<file path="config.mk">
export PLATFORM = sky130hd
export DESIGN_NAME = line_steer_fsm
export DESIGN_NICKNAME = d
export VERILOG_FILES = /design/src/rtl/line_steer_fsm.sv
export SDC_FILE = /design/constraint.sdc
export NUM_CORES = 1
export LEC_CHECK = 0
export CAP_MARGIN = 20
export CORE_ASPECT_RATIO = 0.9
export CORE_MARGIN = 4
export CORE_UTILIZATION = 50
export CTS_CLUSTER_DIAMETER = 120
export CTS_CLUSTER_SIZE = 20
export DETAILED_ROUTE_END_ITERATION = 10
export HOLD_SLACK_MARGIN = 0.05
export PLACE_DENSITY_LB_ADDON = 0.1
export SETUP_SLACK_MARGIN = 0.15
export SYNTH_ARGS = -nofsm -noshare
export SYNTH_HDL_FRONTEND = slang
export SYNTH_SLANG_ARGS = --single-unit
</file>
<file path="constraint.sdc">
create_clock -name clk -period 4.8 [get_ports clk]
set_input_delay 0.96 -clock clk [delete_from_list [all_inputs] [get_ports clk]]
set_output_delay 0.96 -clock clk [all_outputs]
set_load 0.02 [all_outputs]
</file>
<file path="src/rtl/line_steer_fsm.sv">
// Line-following steering controller: synchronises and debounces two line
// sensors, then drives a 2-bit motor command with turn dwell and lost-line timeout.
module line_steer_fsm #(
    parameter int DEBOUNCE_CYCLES = 4,
    parameter int TURN_MIN_CYCLES = 8,
    parameter int LOST_TIMEOUT    = 16,
    parameter int CNT_W           = 16
) (
    input  logic       clk,
    input  logic       rst,
    input  logic       en,
    input  logic       sensL,
    input  logic       sensR,
    output logic [1:0] state,
    output logic       lost
);

    localparam logic [CNT_W-1:0] ONE        = CNT_W'(1);
    localparam logic [CNT_W-1:0] DB_LAST    = CNT_W'(DEBOUNCE_CYCLES - 1);
    localparam logic [CNT_W-1:0] DWELL_LAST = CNT_W'(TURN_MIN_CYCLES - 1);
    localparam logic [CNT_W-1:0] LOST_LAST  = CNT_W'(LOST_TIMEOUT - 1);

    typedef enum logic [2:0] {
        ST_IDLE,
        ST_FWD,
        ST_LEFT,
        ST_RIGHT,
        ST_LOST
    } fsm_t;

    // Bit 1 carries the left sensor, bit 0 the right sensor.
    logic [1:0] raw;
    logic [1:0] filt;

    assign raw = {sensL, sensR};

    generate
        for (genvar gi = 0; gi < 2; gi++) begin : g_sens
            logic             s1_reg;
            logic             s2_reg;
            logic             filt_reg;
            logic [CNT_W-1:0] db_reg;

            always_ff @(posedge clk) begin
                if (rst) begin
                    s1_reg   <= 1'b0;
                    s2_reg   <= 1'b0;
                    filt_reg <= 1'b0;
                    db_reg   <= '0;
                end else begin
                    s1_reg <= raw[gi];
                    s2_reg <= s1_reg;
                    if (s2_reg != filt_reg) begin
                        if (db_reg == DB_LAST) begin
                            filt_reg <= s2_reg;
                            db_reg   <= '0;
                        end else begin
                            db_reg <= db_reg + ONE;
                        end
                    end else begin
                        db_reg <= '0;
                    end
                end
            end

            assign filt[gi] = filt_reg;
        end
    endgenerate

    fsm_t             fsm_reg, fsm_next;
    logic [CNT_W-1:0] dwell_reg, dwell_next;
    logic [CNT_W-1:0] lost_cnt_reg, lost_cnt_next;
    logic [1:0]       state_reg, state_next;
    logic             lost_reg, lost_next;
    logic             in_motion;
    logic             both_low;
    logic             dwell_done;
    logic             lost_hit;

    always_comb begin
        in_motion  = (fsm_reg == ST_FWD) || (fsm_reg == ST_LEFT) || (fsm_reg == ST_RIGHT);
        both_low   = (filt == 2'b00);
        dwell_done = (dwell_reg >= DWELL_LAST);
        lost_hit   = in_motion && both_low && (lost_cnt_reg == LOST_LAST);
    end

    // Priority: disable beats lost timeout, which beats normal steering (and any dwell).
    always_comb begin
        fsm_next = fsm_reg;
        if (!en) begin
            fsm_next = ST_IDLE;
        end else if (lost_hit) begin
            fsm_next = ST_LOST;
        end else begin
            case (fsm_reg)
                ST_IDLE: fsm_next = ST_FWD;
                ST_FWD: begin
                    if (filt == 2'b10)      fsm_next = ST_LEFT;
                    else if (filt == 2'b01) fsm_next = ST_RIGHT;
                    else                    fsm_next = ST_FWD;
                end
                ST_LEFT, ST_RIGHT: begin
                    if (dwell_done) begin
                        if (filt == 2'b10)      fsm_next = ST_LEFT;
                        else if (filt == 2'b01) fsm_next = ST_RIGHT;
                        else                    fsm_next = ST_FWD;
                    end
                end
                ST_LOST: fsm_next = ST_LOST;
                default: fsm_next = ST_IDLE;
            endcase
        end
    end

    always_comb begin
        dwell_next = dwell_reg;
        // Entering a turn, including a direct left/right swap, restarts the dwell.
        if ((fsm_next == ST_LEFT || fsm_next == ST_RIGHT) && (fsm_next != fsm_reg)) begin
            dwell_next = '0;
        end else if (dwell_reg != '1) begin
            dwell_next = dwell_reg + ONE;
        end

        lost_cnt_next = '0;
        if (en && in_motion && both_low && !lost_hit) begin
            lost_cnt_next = lost_cnt_reg + ONE;
        end

        state_next = 2'b00;
        case (fsm_next)
            ST_FWD:   state_next = 2'b11;
            ST_LEFT:  state_next = 2'b10;
            ST_RIGHT: state_next = 2'b01;
            default:  state_next = 2'b00;
        endcase
        lost_next = (fsm_next == ST_LOST);
    end

    always_ff @(posedge clk) begin
        if (rst) begin
            fsm_reg      <= ST_IDLE;
            dwell_reg    <= '0;
            lost_cnt_reg <= '0;
            state_reg    <= 2'b00;
            lost_reg     <= 1'b0;
        end else begin
            fsm_reg      <= fsm_next;
            dwell_reg    <= dwell_next;
            lost_cnt_reg <= lost_cnt_next;
            state_reg    <= state_next;
            lost_reg     <= lost_next;
        end
    end

    assign state = state_reg;
    assign lost  = lost_reg;

endmodule

</file>
==> reports/qor.yml, run 1 <==
numCtsBuffers: 9
grt_pass1_wl_microns: 11000
drtIter0Drc: 34
layout_commonest_cell: "dfxtp_1"
worstPathRequired_ps: 5030
antenna_found_initial: 0
yosysUniqueCellTypes: 41
total_power_uw: 1200
hold_viol_final: 0
final_util_pct: 56.7
routed_via_density: 5.25
ys_warn_count: 0
cts_resized: 0
slew-limit-headroom_pct: 48.8
peakVddDrop_mv: 0.220
dp.final_hpwl_microns: 4200
nets: 394
post_cts_buffers: 0
cp_slowest_cell: "o31ai_2"
grt_pass1_vias: 2488
n_fill_cell: 642
grt_max_degree: 17
die_h_microns: 86.1
setup_ws_ps: 2200
portBuffers: 7
die_w_microns: 94.7
netlist.area_leader.share_pct: 45.0
wl_per_cell_microns: 12.8
vias: 2509
cts_sinks: 76
drv_cap: 0
avgSynthCellArea_sq_um: 9.07
crit_type: "input port to register"
fin_setup_tns_ps: 0
grt_util_all_layers_pct: 16.7
die_area_sq_um: 8150
yosysTopAreaCell: "dfxtp_1"
finalWirelength_microns: 6130
cellPowerDensity_nw_per_um2: 322
start_util_pct: 51.4
h-tree-depth: 3
setup_viol: 0
synth_nets: 384
critPathLaunchType: "input port"
fin_crit_sh_pct: 54.1
clkLatencyLatePin_ps: 350
rsz0062_at_grt: "false"
gr-total-overflow: 0
crit_path_end_kind: "register"
dp_slack_ps: 1840
largest_register_ffs: 32
area_growth_pct: 10.4
hold_ws_ps: 444
clk_pin_slew_worst_paths_ps: 80
max_stage_delay_ps: 670
p_leak_uw: 0.00127
status: "finished, final reports clean"
synth-seq-area-share_pct: 45.0
core_sq_um: 6590
yosys-top-cells-area: "dfxtp_1 (45%), xor2_1 (7.8%), nor2_1 (7.4%)"
cp_cell_sequence: "clkdlybuf4s50_1 -> inv_1 -> a21o_2 -> o31ai_2 -> buf_6 -> o2bb2a_1"
min-delay-path-class: "register to register"
fin_skew_ps: 10.9
ant_nets: 0
drc: 0
fin_crit_ps: 2600
arrival_ps: 2830
worst_pin_slew_ps: 764
path_max_fanout: 9
gp_congestion: 0.792
io_pins: 8
drv_slew: 0
cts_hold_buf: 0
drt_pass1_iterations: 4
final_cell_mix: "dfxtp_1 (76), nor2_1 (67), xor2_1 (30)"
rows: 28
synth_area_sq_um: 3380
netlist_instances: 373
cts_root_buf: "clkbuf_8"
cts_tree: "done"
cts_max_path_buffers: 2
antenna_cells: 0
synth_seq_cells: 76
clock.fmax_ghz: 0.385
drive_gt1_share_pct: 6.44
-- where the power goes --
group          internal (uW)  leakage, uW  switching, uW
Combinational           13.3     0.000549           17.5
Clock                    307     0.000107            225
Sequential               636     0.000614           4.60
-- layout make-up --
| type | instances | area, sq um | area share (%) |
|---|---|---|---|
| clock inverters | 4 | 72.6 | 1.94 |
| clock buffers | 12 | 145 | 3.88 |
| inverters | 8 | 30.0 | 0.803 |
| flip-flops and latches | 76 | 1520 | 40.7 |
| multi-input cells | 280 | 1770 | 47.5 |
| well taps | 90 | 113 | 3.01 |
| repair buffers | 8 | 81.3 | 2.18 |
-- cell families after synthesis --
family	synth area share, %
AO/OA/AOI/OAI	8.69
XOR/XNOR	13.7
adder cells (fa/ha/maj)	2.22
buffers and inverters	2.62
flip-flops	45.0
multiplexers	1.77
AND/OR/NAND/NOR	26.0
-- stage by stage --
stage	cell area, sq um	cells
floorplan	3380	373
global placement	3510	461
detailed placement	3520	462
CTS	3740	478
global route	3740	478
finish	3740	478
-- synthesized netlist by cell type --
master,number
or3_2,2
nand3b_1,1
nor3b_1,1
mux2i_1,6
xor2_1,30
o31ai_2,1
nor4_1,9
o211ai_1,2
a21oi_2,2
o2111ai_1,3
nand2_1,22
and4_1,6
ha_1,6
nor4b_1,2
nor4b_4,1
a21oi_1,18
or3_1,4
a221oi_1,3
dfxtp_1,76
clkbuf_8,1
and3_1,12
o2bb2a_1,1
a21o_2,1
nor3_1,9
a311oi_1,1
o21bai_1,1
or4_4,1
buf_4,2
o221ai_4,1
nor2b_1,5
nand3_1,12
inv_1,8
or2_2,1
xnor2_1,23
nor2_1,67
buf_6,1
and2_1,1
clkbuf_1,5
o21ai_0,6
nand4_1,17
a22oi_1,2
-- worst max-delay path, delay by kind of cell --
family          cells  cell delay (ps)
compound gates      3             1110
buf+inv             3              760
-- routing by layer --
| metal | wire length [microns] | part of all wire, % | track usage, % | vias up |
|---|---|---|---|---|
| met5 | 0 | 0 | 0 | - |
| met3 | 169 | 2.8 | 4.74 | 10 |
| met4 | 102 | 1.7 | 6.03 | 0 |
| met2 | 2800 | 46 | 26.7 | 18 |
| li1 | - | - | - | 1332 |
| met1 | 3050 | 50 | 21.5 | 1149 |
-- worst paths after layout --
path	start	end	slack (ps)	depth (start not counted)
worst min-delay path	g_sens[0].s1_reg	g_sens[0].s2_reg	440	1
worst max register to register	dwell_reg[11]	dwell_reg[13]	2390	6
worst min register to register	g_sens[0].s1_reg	g_sens[0].s2_reg	440	1
worst max-delay path	en	dwell_reg[13]	2200	6
Power figures use the tool's default switching activity.
==> run 2, diff against run 1 <==
==> constraint.sdc (replaced) <==
create_clock -name clk -period 2.3 [get_ports clk]
set_input_delay 0.46 -clock clk [delete_from_list [all_inputs] [get_ports clk]]
set_output_delay 0.46 -clock clk [all_outputs]
set_load 0.02 [all_outputs]
==> reports/qor.yml, run 2 (synthesized netlist as in run 1, its figures left out) <==
status: "finished, final reports clean"
min-delay-path-class: "register to register"
min_to: "g_sens[1].s2_reg"
slew-limit-headroom_pct: 66.2  # +17 points
layout_commonest_cell: "dfxtp_1"
core_sq_um: 6590  # unchanged
grt_util_all_layers_pct: 16.5  # -0.21 points
cts_sinks: 76  # unchanged
clkLatencyLatePin_ps: 350  # about the same
arrival_ps: 2310  # -520 ps
setup_viol: 0  # unchanged
vias: 2602  # +3.7%
rrSetupSlack_ps: 220  # -2170 ps
area_growth_pct: 13.1
antenna_cells: 0  # unchanged
die_w_microns: 94.7  # unchanged
fin_crit_sh_pct: 90.3
h-tree-depth: 3  # unchanged
wl_per_cell_microns: 12.9  # +0.64%
drtIter0Drc: 64  # +88%
drc: 0  # unchanged
largest_register_ffs: 32  # unchanged
p_int_uw: 1990  # +110%
gp_congestion: 0.783  # -1.1%
r2r_cells: 6  # unchanged
clock.fmax_ghz: 0.481
path_max_fanout: 9  # unchanged
p_comb_share_pct: 2.9  # +0.3 points
fin_crit_ps: 2080
peakVddDrop_mv: 0.335  # +52%
critPathLaunchType: "register"
cts_root_buf: "clkbuf_8"
die_area_sq_um: 8150  # unchanged
final_util_pct: 58.1  # +1.4 points
clockPowerShare_pct: 43.9  # -0.3 points
min-delay-start: "g_sens[1].s1_reg"
rows: 28  # unchanged
fin_skew_ps: 10.3  # -0.595 ps
cts_tree: "done"
p_sw_share_pct: 20.9  # +0.35 points
portBuffers: 7  # unchanged
grt_max_degree: 17  # unchanged
worstPathRequired_ps: 2540  # -2490 ps
gr-total-overflow: 0  # unchanged
cp-startpoint: "lost_cnt_reg[4]"
holdPathStages: 1  # unchanged
final_cell_mix: "dfxtp_1 (75), nor2_1 (67), xor2_1 (30)"
grt_pass1_vias: 2398  # -3.6%
switching_power_uw: 525  # +110%
reg2reg_to: "dwell_reg[1]"
io_pins: 8  # unchanged
drt_pass1_iterations: 4  # unchanged
cts_max_path_buffers: 2  # unchanged
crit_type: "register to register"
dp.final_hpwl_microns: 4250  # +1.2%
drv_slew: 0  # unchanged
start_util_pct: 51.4  # unchanged
worst_pin_slew_ps: 506  # -258 ps
r2r_start: "lost_cnt_reg[4]"
hold_viol_final: 0  # unchanged
drv_cap: 0  # unchanged
grt_pass1_wl_microns: 10800  # -1.4%
n_fill_cell: 608  # -5.3%
rsz0062_at_grt: "true"
p_leak_uw: 0.00133  # +4.5%
fin_setup_tns_ps: 0  # unchanged
cts_hold_buf: 0  # unchanged
antenna_found_initial: 0  # unchanged
routed_via_density: 5.34  # +1.8%
cellPowerDensity_nw_per_um2: 656  # +100%
die_h_microns: 86.1  # unchanged
numCtsBuffers: 9  # unchanged
clk_pin_slew_worst_paths_ps: 70  # about the same
drive_gt1_share_pct: 9.32  # +2.9 points
nets: 403  # +2.3%
seqPwrFrac_pct: 53.2  # about the same
finalWirelength_microns: 6280  # +2.5%
crit_path_end_kind: "register"
ant_nets: 0  # unchanged
[run 2: cell type report]
cell class / count / area [sq um] / area share [%]
Clock buffer: 14 / 183 / 4.77
Clock inverter: 2 / 38.8 / 1.01
Inverter: 8 / 30.0 / 0.784
Multi-Input combinational cell: 280 / 1780 / 46.6
Sequential cell: 76 / 1520 / 39.8
Tap cell: 90 / 113 / 2.94
Timing Repair Buffer: 17 / 158 / 4.12
[run 2: how the worst max path moves through the flow]
stage,end,slack (ps),cells after the start
3_5_place_dp,dwell_reg[1],170,6
3_3_place_gp,dwell_reg[8],230,6
2_1_floorplan,lost_cnt_reg[10],340,8
6_report,dwell_reg[1],220,6
4_1_cts,dwell_reg[1],160,6
5_1_grt,dwell_reg[8],100,6
[run 2: power by group through the flow]
stage          registers (uW)  clock network, uW  logic (uW)
2_1_floorplan            1370                  0        43.0
3_3_place_gp             1370                  0        68.4
3_5_place_dp             1370                  0        69.0
4_1_cts                  1340               1130        69.8
5_1_grt                  1340               1190        80.3
6_report                 1340               1100        71.9
[run 2: critical path: stages (launching register included)]
cell      delay [ps]
dfxtp_2          340
or4_4            540
nor4b_4          300
a221oi_2         150
o221ai_4         340
buf_4            220
a21oi_1           70
[run 2: routing by layer]
metal / vias up / global-route usage, % / share of wire [%]
li1: 1350 / - / -
met1: 1218 / 22.4 / 50
met2: 29 / 24.9 / 46
met3: 5 / 4.91 / 2.8
met4: 0 / 5.90 / 1.0
met5: - / 0 / 0
[run 2: repair_timing]
item,in CTS,in global routing
resized for setup,0,3
setup endpoints to repair,3,13
pin swaps,1,1
buffers inserted,1,1
[run 2: stage by stage]
stage / std cells / hold WS [ps] / area, sq um / total power [uW] / setup slack [ps]
after CTS: 486 / 454 / 3810 / 2530 / 155
after global routing: 487 / 477 / 3830 / 2600 / 97.6
after floorplan: 373 / 414 / 3380 / 1410 / 340
after global placement: 469 / 428 / 3580 / 1440 / 227
final: 487 / 452 / 3830 / 2510 / 223
after detailed placement: 469 / 436 / 3580 / 1440 / 167
